[src/rtl/wb_sched_if.sv]
// wb_sched_if: core, load-response and register-file write signals of the writeback scheduler
interface wb_sched_if;
   logic        core_valid;
   logic [1:0]  core_sel;
   logic [4:0]  core_rd;
   logic [31:0] core_alu;
   logic [31:0] core_jaddr;
   logic        core_ready;
   logic        ld_valid;
   logic [4:0]  ld_rd;
   logic [31:0] ld_data;
   logic        ld_ready;
   logic        rf_we;
   logic [4:0]  rf_rd;
   logic [31:0] rf_wdata;
   logic [1:0]  WBsel;
   modport master (
      output core_valid, core_sel, core_rd, core_alu, core_jaddr, ld_valid, ld_rd, ld_data,
      input  core_ready, ld_ready, rf_we, rf_rd, rf_wdata, WBsel
   );
   modport slave (
      input  core_valid, core_sel, core_rd, core_alu, core_jaddr, ld_valid, ld_rd, ld_data,
      output core_ready, ld_ready, rf_we, rf_rd, rf_wdata, WBsel
   );
endinterface

[src/rtl/wb_sched.sv]
// wb_sched: arbitrates core results and buffered load responses onto a single register-file write port
module wb_sched #(
   parameter int LD_DEPTH = 2
) (
   input logic       clk,
   input logic       rst,
   wb_sched_if.slave bus
);
   localparam int PW = $clog2(LD_DEPTH);
   logic [4:0]  q_rd   [LD_DEPTH];
   logic [31:0] q_data [LD_DEPTH];
   logic [PW-1:0] wp, rp;
   logic [PW:0]   count;
   logic last_fifo, waw, full, pop, push;
   assign full = count == (PW+1)'(LD_DEPTH);
   assign bus.ld_ready = !full;
   assign push = bus.ld_valid && bus.ld_ready;
   // the head goes first when full, on a WAW hit, when the core is idle, or when it is the head's turn
   assign pop = count != '0 && (full || waw || !bus.core_valid || !last_fifo);
   assign bus.core_ready = bus.core_valid && !pop && !rst;
   // WAW hazard: core destination matches any load still waiting in the buffer
   always_comb begin
      waw = 1'b0;
      for (int k = 0; k < LD_DEPTH; k++)
         waw = waw | (k < int'(count) && q_rd[rp + PW'(k)] == bus.core_rd);
      waw = waw && bus.core_valid && bus.core_rd != 5'd0;
   end
   // load buffer storage, pointers, occupancy and round-robin turn
   always_ff @(posedge clk) begin
      if (rst) begin
         wp        <= '0;
         rp        <= '0;
         count     <= '0;
         last_fifo <= 1'b1;
      end else begin
         if (push) begin
            q_rd[wp]   <= bus.ld_rd;
            q_data[wp] <= bus.ld_data;
            wp         <= wp + 1'b1;
         end
         if (pop) rp <= rp + 1'b1;
         count     <= count + (PW+1)'(push) - (PW+1)'(pop);
         last_fifo <= pop ? 1'b1 : bus.core_ready ? 1'b0 : last_fifo;
      end
   end
   // registered write port; writes to x0 are consumed without a write strobe
   always_ff @(posedge clk) begin
      if (rst) begin
         bus.rf_we    <= 1'b0;
         bus.rf_rd    <= '0;
         bus.rf_wdata <= '0;
         bus.WBsel    <= 2'b01;
      end else if (pop) begin
         bus.rf_we    <= q_rd[rp] != 5'd0;
         bus.rf_rd    <= q_rd[rp];
         bus.rf_wdata <= q_data[rp];
         bus.WBsel    <= 2'b00;
      end else if (bus.core_ready) begin
         bus.rf_we    <= bus.core_rd != 5'd0;
         bus.rf_rd    <= bus.core_rd;
         bus.rf_wdata <= bus.core_sel == 2'b10 ? bus.core_jaddr : bus.core_alu;
         bus.WBsel    <= bus.core_sel == 2'b10 ? 2'b10 : 2'b01;
      end else begin
         bus.rf_we    <= 1'b0;
      end
   end
endmodule

[src/flat_wrapper.sv]
// flat-port wrapper written by rule: the top's interface ports become plain ports
module wb_sched_flat 
#(
   parameter int LD_DEPTH = 2
)
  (clk, rst, bus_core_valid, bus_core_sel, bus_core_rd, bus_core_alu, bus_core_jaddr, bus_ld_valid, bus_ld_rd, bus_ld_data, bus_core_ready, bus_ld_ready, bus_rf_we, bus_rf_rd, bus_rf_wdata, bus_WBsel);
  wb_sched_if bus_i ();
  input logic clk;
  input logic rst;
  input wire logic [$bits(bus_i.core_valid)-1:0] bus_core_valid;
  input wire logic [$bits(bus_i.core_sel)-1:0] bus_core_sel;
  input wire logic [$bits(bus_i.core_rd)-1:0] bus_core_rd;
  input wire logic [$bits(bus_i.core_alu)-1:0] bus_core_alu;
  input wire logic [$bits(bus_i.core_jaddr)-1:0] bus_core_jaddr;
  input wire logic [$bits(bus_i.ld_valid)-1:0] bus_ld_valid;
  input wire logic [$bits(bus_i.ld_rd)-1:0] bus_ld_rd;
  input wire logic [$bits(bus_i.ld_data)-1:0] bus_ld_data;
  output wire logic [$bits(bus_i.core_ready)-1:0] bus_core_ready;
  output wire logic [$bits(bus_i.ld_ready)-1:0] bus_ld_ready;
  output wire logic [$bits(bus_i.rf_we)-1:0] bus_rf_we;
  output wire logic [$bits(bus_i.rf_rd)-1:0] bus_rf_rd;
  output wire logic [$bits(bus_i.rf_wdata)-1:0] bus_rf_wdata;
  output wire logic [$bits(bus_i.WBsel)-1:0] bus_WBsel;
  assign bus_i.core_valid = bus_core_valid;
  assign bus_i.core_sel = bus_core_sel;
  assign bus_i.core_rd = bus_core_rd;
  assign bus_i.core_alu = bus_core_alu;
  assign bus_i.core_jaddr = bus_core_jaddr;
  assign bus_i.ld_valid = bus_ld_valid;
  assign bus_i.ld_rd = bus_ld_rd;
  assign bus_i.ld_data = bus_ld_data;
  assign bus_core_ready = bus_i.core_ready;
  assign bus_ld_ready = bus_i.ld_ready;
  assign bus_rf_we = bus_i.rf_we;
  assign bus_rf_rd = bus_i.rf_rd;
  assign bus_rf_wdata = bus_i.rf_wdata;
  assign bus_WBsel = bus_i.WBsel;
  wb_sched #(.LD_DEPTH(LD_DEPTH)) u_core (.clk(clk), .rst(rst), .bus(bus_i));
endmodule
[config.mk]
export PLATFORM = sky130hd
export DESIGN_NAME = wb_sched_flat
export DESIGN_NICKNAME = d
export VERILOG_FILES = /design/src/rtl/wb_sched_if.sv /design/src/rtl/wb_sched.sv /design/src/flat_wrapper.sv
export SDC_FILE = /design/constraint.sdc
export NUM_CORES = 1
export LEC_CHECK = 0
export CAP_MARGIN = 20
export CORE_ASPECT_RATIO = 1.4
export CORE_MARGIN = 2
export CORE_UTILIZATION = 40
export DETAILED_ROUTE_END_ITERATION = 7
export PLACE_DENSITY = 0.69
export SLEW_MARGIN = 0
export SYNTH_ARGS = -nofsm -noshare
export SYNTH_HDL_FRONTEND = slang
export SYNTH_SLANG_ARGS = --single-unit
[constraint.sdc]
create_clock -name clk -period 6.8 [get_ports clk]
set_input_delay 1.36 -clock clk [delete_from_list [all_inputs] [get_ports clk]]
set_output_delay 1.36 -clock clk [all_outputs]
set_load 0.02 [all_outputs]
==> summary.txt, run 1 <==
Timing
  • Hold Vio Cnt, Final: 0
  • Slew headroom: 0.389
  • Worst Skew: 0.0130 ns
  • RSZ-0062 raised after global routing: false
  • Setup TNS: 0 ns
  • Setup ws final: approximately 1.6 ns
  • Worst slew pin tran: 0.917 ns
  • Setup violators final: 0
  • Fmax: 194 MHz
  • Final Cycle Share: 0.760
  • Max-slew violation count: 0
  • Minimum clock period after layout: 5.17 ns

Global route
  • Initial antenna violation count: 0
  • M2 GR Usage: 0.321
  • First-pass GRT wire length: 19400 µm
  • Gr usage total: 0.168
  • GRT overflow: 0
  • Met3 global-route usage: 0.0526
  • Met1 Use GR: 0.171
  • Grt peak-use layer: met2
  • Vias in the first global route: 3931
  • Largest net degree at the start of global routing: 87

Critical path
  • WP buf/inv: 2
  • Crit Path Max Fanout: 4
  • Worst Setup SP: bus_core_rd[3]
  • R2R Path Start: u_core.rp
  • Max stage delay on crit path: 0.66 ns
  • Slowest-stage cell, CP: clkdlybuf4s50_1
  • Crit. End Element: primary output
  • Critical Path AT: 3.81 ns
  • Crit path cell chain: clkdlybuf4s50_1 > or4_1 > nor2_1 > nor2_1 > nand4_1 > nand3_4 > nor3_1 > clkdlybuf4s50_1
  • Critical Path RT: ~5.4 ns
  • CP startpoint kind: primary input
  • Delay-heaviest family, CP: simple AND/OR/NAND/NOR gates
  • Crit Path Category: primary input to primary output

Die
  • Row count: a little over 50
  • Die area: 14900 µm²
  • Chip width: 104 µm
  • Initial Util: 0.405
  • Core area: 13700 µm²
  • Ports: around 150
  • Die height: around 140 µm

Detailed routing
  • ANT nets after route: 0
  • Total vias in the final route: 3788
  • DR iter-0 viols: between 100 and 150
  • WL per Instance: between 15 and 20 µm
  • DRC viols: 0
  • Total Wirelength: approximately 13000 µm
  • Vias/cell: 4.87
  • TritonRoute pass-1 iters: 4

Pwr
  • Total power: 2.14 mW
  • Pwr/cell area: between 200 and 300 nW/µm²
  • Maximum vdd drop: 145 µV
  • Pleak: 2.86 nW

Run status
  • Status: completed

Layout
  • Fin cells: 778
  • Diodes inserted: 0
  • Nets: 693
  • Fillers: around 1100
  • Reg area: 3140 µm²
  • Area Overhead vs Synth: 40.5%
  • Fraction of layout cells with a size suffix above 1: 0.143
  • Area of the multi-input gates: 2260 µm²

Place
  • Port-buffer cells: 153
  • Dpl hpwl: 8720 µm
  • GPL Wtd Cong: 0.796
  • Cell total after placement: 744
  • Dpl ws: 1.64 ns

Clocking
  • Clock transition at path regs: about 0.050 ns
  • Clk_lat worst skew: about 0.4 ns
  • Post_cts resized: 0
  • Postcts setup bufs: 0
  • Clock Path Buffers: 2
  • Sink Count: 120
  • TritonCTS clock tree: yes
  • CTS Hold Buffers Added: 0
  • H-tree depth: 4
  • Root Buffer: clkbuf_16
  • CTS Buf Count: 17

Min path
  • Worst hold start: u_core.last_fifo
  • Hold WC Path Type: register to register

Synthesis
  • Yosys warns: 0
  • Cell Area, Synth: around 5600 µm²
  • Synth async-reset ratio: 0
  • Synth cell types: 30
  • Seq/Total Area, Yosys: 0.566
  • Post-synthesis register bit count: 120
  • Post-Syn Instances: between 400 and 500
  • Synth Area per Inst: 12.9 µm²
  • Ys flop type: edfxtp_1
  • Post-synth EDFFs: 74
  • Syn Nets: 543

Job
  • # Max-Cap Violations: 0
==> cells in the final DEF, fill, tap and decap left out, types with 3 or more instances in the layout <==
| cell | synthesis | layout |
|---|---|---|
| clkinv_2 | 0 | 5 |
| mux2_2 | 4 | 4 |
| clkbuf_16 | 0 | 18 |
| dfxtp_1 | 46 | 45 |
| nand2_1 | 5 | 5 |
| nand3_1 | 3 | 3 |
| a211oi_1 | 33 | 33 |
| nor2_1 | 81 | 81 |
| edfxtp_1 | 74 | 74 |
| o21ai_0 | 3 | 3 |
| mux2i_1 | 79 | 79 |
| nor3_1 | 4 | 3 |
| buf_4 | 0 | 7 |
| clkbuf_1 | 22 | 5 |
| xnor2_1 | 9 | 9 |
| mux2_4 | 36 | 36 |
| xor2_1 | 3 | 3 |
| clkdlybuf4s50_1 | 0 | 151 |
==> final cells by class <==
type | instances | share of cell area
clock buffers | 23 | 0.0601
clock inverters | 9 | 0.0127
inverters | 2 | 0.000962
multi-input cells | 277 | 0.289
flip-flops and latches | 120 | 0.403
well taps | 185 | 0.0297
repair buffers | 162 | 0.205
==> cells by family (layout without fill, tap and decap cells) <==
logic type,count (synthesis),in the layout,share of synthesized area
flops,120,120,0.566
mux,119,119,0.248
simple gates,104,104,0.0813
compound gates,41,41,0.0531
buf+inv,33,196,0.0311
xor+xnor,12,12,0.0189
fa+ha+maj,1,1,0.00225
==> routing by layer <==
layer  vias up  share of wire
met5         -              0
met4         0          0.016
met3        12          0.048
met2        91           0.55
met1      1810           0.38
li1       1875              -
==> synthesized netlist by cell type, drive strengths merged, types with 2 or more instances <==
| cell | count | area (µm²) |
|---|---|---|
| dfxtp | 46 | 921 |
| or4 | 2 | 15.0 |
| clkbuf | 22 | 82.6 |
| a21oi | 2 | 10.0 |
| nor3 | 4 | 20.0 |
| mux2 | 40 | 586 |
| buf | 9 | 82.6 |
| o21ai | 3 | 15.0 |
| nand2 | 5 | 18.8 |
| xor2 | 3 | 26.3 |
| nor2b | 3 | 18.8 |
| nand3 | 4 | 32.5 |
| inv | 2 | 7.51 |
| mux2i | 79 | 791 |
| xnor2 | 9 | 78.8 |
| nor2 | 81 | 304 |
| edfxtp | 74 | 2220 |
| a211oi | 33 | 248 |
==> final timing paths <==
check                                               to  slack, ns  depth (start not counted)
worst max-delay path                    bus_core_ready       1.63                          8
worst min-delay path                  u_core.last_fifo       0.49                          1
worst max register to register  u_core.bus.rf_wdata[6]       4.10                          7
worst min register to register        u_core.last_fifo       0.49                          1
==> flip-flops by register name (all words and copies together), names as in the netlist, named ones only <==
| signal | flops |
|---|---|
| u_core.q_data | 64 |
| u_core.bus.rf_wdata | 32 |
| u_core.q_rd | 10 |
| u_core.bus.rf_rd | 5 |
| u_core.bus.WBsel | 2 |
| u_core.count | 2 |
| u_core.bus.rf_we | 1 |
| u_core.last_fifo | 1 |
| u_core.rp | 1 |
| u_core.wp | 1 |
==> stage by stage <==
| stage | instance area, µm² | util | hold WS [ns] |
|---|---|---|---|
| 6_report | 7810 | 0.569 | 0.487 |
| 5_1_grt | 7810 | 0.569 | 0.503 |
| 4_1_cts | 7780 | 0.567 | 0.485 |
| 3_5_place_dp | 7220 | 0.526 | 0.465 |
| 3_3_place_gp | 7220 | 0.526 | 0.444 |
| 2_1_floorplan | 5560 | - | 0.435 |
==> power breakdown <==
part	switching (mW)	internal (mW)	leakage (nW)	total, mW
Combinational	0.190	0.233	1.51	0.423
Clock	0.296	0.557	0.280	0.854
Sequential	0.0329	0.833	1.06	0.866
Total	0.520	1.62	2.86	2.14
Power figures use the tool's default switching activity.
==> run 2, diff against run 1 <==
- PLACE_DENSITY: 0.69 -> 0.71
- clock period: 6.8 -> 4.4 ns (I/O delays scaled with it)
==> run 2 against run 1 <==
Compared with the run above: die area did not move; sequential share of layout area barely moved; clock-buffer cell count fell by 4; non-clock buffer count did not move.
==> summary.txt, run 2 (synthesis results as in run 1) <==
Run status
  • Status: completed (unchanged)

Critical path
  • Crit. End Element: primary output (unchanged)
  • CP startpoint kind: primary input (unchanged)
  • Crit Path Max Fanout: 4 (unchanged)
  • R2R Path Start: u_core.rp (unchanged)
  • Critical Path RT: 3.52 ns (was 5.44 ns)
  • Critical Path AT: 3.29 ns (was 3.81 ns)
  • Flop2flop setup slack: 1.62 ns (was 4.10 ns)
  • Reg2reg path depth: 7 (unchanged)
  • Crit Path Category: primary input to primary output (unchanged)

Place
  • GPL Wtd Cong: 0.787 (was 0.796)
  • Port-buffer cells: 153 (unchanged)
  • Dpl ws: 0.180 ns (was 1.64 ns)
  • Placed Area: 7260 µm² (was 7220 µm²)
  • Dpl hpwl: 8890 µm (was 8720 µm)
  • Cell total after placement: 746 (was 744)

Die
  • Chip width: 104 µm (unchanged)
  • Row count: 51 (unchanged)
  • Core area: 13700 µm² (unchanged)
  • Die area: 14900 µm² (unchanged)
  • Initial Util: 0.405 (unchanged)
  • Die height: 143 µm (unchanged)
  • Ports: 154 (unchanged)

Timing
  • Slew headroom: 0.455 (was 0.389)
  • Worst slew pin tran: 0.817 ns (was 0.917 ns)
  • Final Cycle Share: 0.949
  • Hold Slack: 0.472 ns (was 0.487 ns)
  • Worst Skew: 0.00993 ns (was 0.0130 ns)
  • Hold Vio Cnt, Final: 0 (unchanged)
  • Minimum clock period after layout: 4.17 ns
  • Fmax: 240 MHz
  • RSZ-0062 raised after global routing: false (unchanged)
  • Setup violators final: 0 (unchanged)
  • Setup ws final: 0.227 ns (was 1.63 ns)
  • Setup TNS: 0 ns (unchanged)
  • Max-slew violation count: 0 (unchanged)

Clocking
  • Clk_lat worst skew: 0.40 ns (about the same)
  • CTS Hold Buffers Added: 0 (unchanged)
  • Postcts setup bufs: 0 (unchanged)
  • Clock transition at path regs: 0.06 ns (was 0.05 ns)
  • Post_cts resized: 0 (unchanged)
  • H-tree depth: 4 (unchanged)
  • Sink Count: 120 (unchanged)
  • CTS Buf Count: 17 (unchanged)
  • Root Buffer: clkbuf_16 (unchanged)
  • Clock Path Buffers: 2 (unchanged)
  • TritonCTS clock tree: yes (unchanged)

Detailed routing
  • DRC viols: 0 (unchanged)
  • TritonRoute pass-1 iters: 4 (unchanged)
  • ANT nets after route: 0 (unchanged)
  • WL per Instance: 16.2 µm (was 16.3 µm)
  • DR iter-0 viols: 107 (was 103)
  • Vias/cell: 4.95 (was 4.87)
  • Total Wirelength: 12600 µm (was 12700 µm)
  • Total vias in the final route: 3857 (was 3788)

Layout
  • Area Overhead vs Synth: 40.4% (was 40.5%)
  • Most common cell after layout, fill and taps aside: clkdlybuf4s50_1 (unchanged)
  • Largest register FFs: 64 (unchanged)
  • Nets: 693 (unchanged)
  • Most frequent cells in the layout: clkdlybuf4s50_1 (151), nor2_1 (81), mux2i_1 (79), edfxtp_1 (74), dfxtp_1 (45) (unchanged)
  • Fraction of layout cells with a size suffix above 1: 0.148 (was 0.143)
  • Design Area, Final: 7800 µm² (was 7810 µm²)
  • Final Util: 0.569 (about the same)
  • Biggest regs: u_core.q_data x64, u_core.bus.rf_wdata x32, u_core.q_rd x10 (unchanged)
  • Fin cells: 779 (was 778)
  • Top reg by flops: u_core.q_data (unchanged)

Global route
  • Met1 Use GR: 0.182 (was 0.171)
  • Gr usage total: 0.173 (was 0.168)
  • Grt peak-use layer: met2 (unchanged)
  • Met3 global-route usage: 0.0481 (was 0.0526)
  • Largest net degree at the start of global routing: 60 (was 87)
  • GRT overflow: 0 (unchanged)
  • First-pass GRT wire length: 19900 µm (was 19400 µm)
  • Initial antenna violation count: 0 (unchanged)
  • M2 GR Usage: 0.330 (was 0.321)
  • Vias in the first global route: 3965 (was 3931)

Pwr
  • Maximum vdd drop: 234 µV (was 145 µV)
  • Pleak: 2.83 nW (was 2.86 nW)
  • Total power: 3.24 mW (was 2.14 mW)
  • Pwr/cell area: 415 nW/µm² (was 275 nW/µm²)

Min path
  • Worst hold start: u_core.bus.WBsel[1] (was u_core.last_fifo)
  • WHS Endpoint: u_core.bus.WBsel[1] (was u_core.last_fifo)
  • Hold WC Path Type: register to register (unchanged)
  • Hold Path Cell Cnt: 2 (was 1)

Job
  • # Max-Cap Violations: 0 (unchanged)
[run 2: worst max-delay path by stage]
| stage | from | to | slack [ns] |
|---|---|---|---|
| global placement | bus_core_rd[2] | bus_core_ready | 0.23 |
| finish | bus_core_rd[2] | bus_core_ready | 0.23 |
| global route | bus_core_rd[3] | bus_core_ready | 0.11 |
| detailed placement | bus_core_rd[2] | bus_core_ready | 0.18 |
| CTS | bus_core_rd[2] | bus_core_ready | 0.18 |
| floorplan | bus_core_rd[2] | bus_core_ready | 1.00 |
[run 2: report_power, final]
part / leakage [nW] / internal [mW] / total, mW / switching [mW]
registers: 1.06 / 1.29 / 1.34 / 0.0526
logic: 1.52 / 0.361 / 0.655 / 0.293
clock network: 0.251 / 0.769 / 1.25 / 0.476
[run 2: cell type report]
class                           instances  area (µm²)
Clock buffer                           19         433
Tap cell                              185         231
Multi-Input combinational cell        277        2270
Timing Repair Buffer                  162        1600
Fill cell                            1168        5920
Inverter                                2        7.51
Clock inverter                         13         109
Sequential cell                       120        3140
Antenna cell                            1        2.50
[run 2: critical path: stages]
cell             delay (ns)
clkdlybuf4s50_1        0.48
or4_1                  0.56
nor2_1                 0.19
nor2_1                 0.09
nand4_1                0.14
nand3_4                0.08
nor3_1                 0.22
clkdlybuf4s50_1        0.65
[run 2: layer usage]
layer / wire length, µm / vias to the layer above
met5: 0 / -
met2: 7000 / 97
li1: - / 1876
met3: 497 / 12
met1: 4950 / 1872
met4: 197 / 0
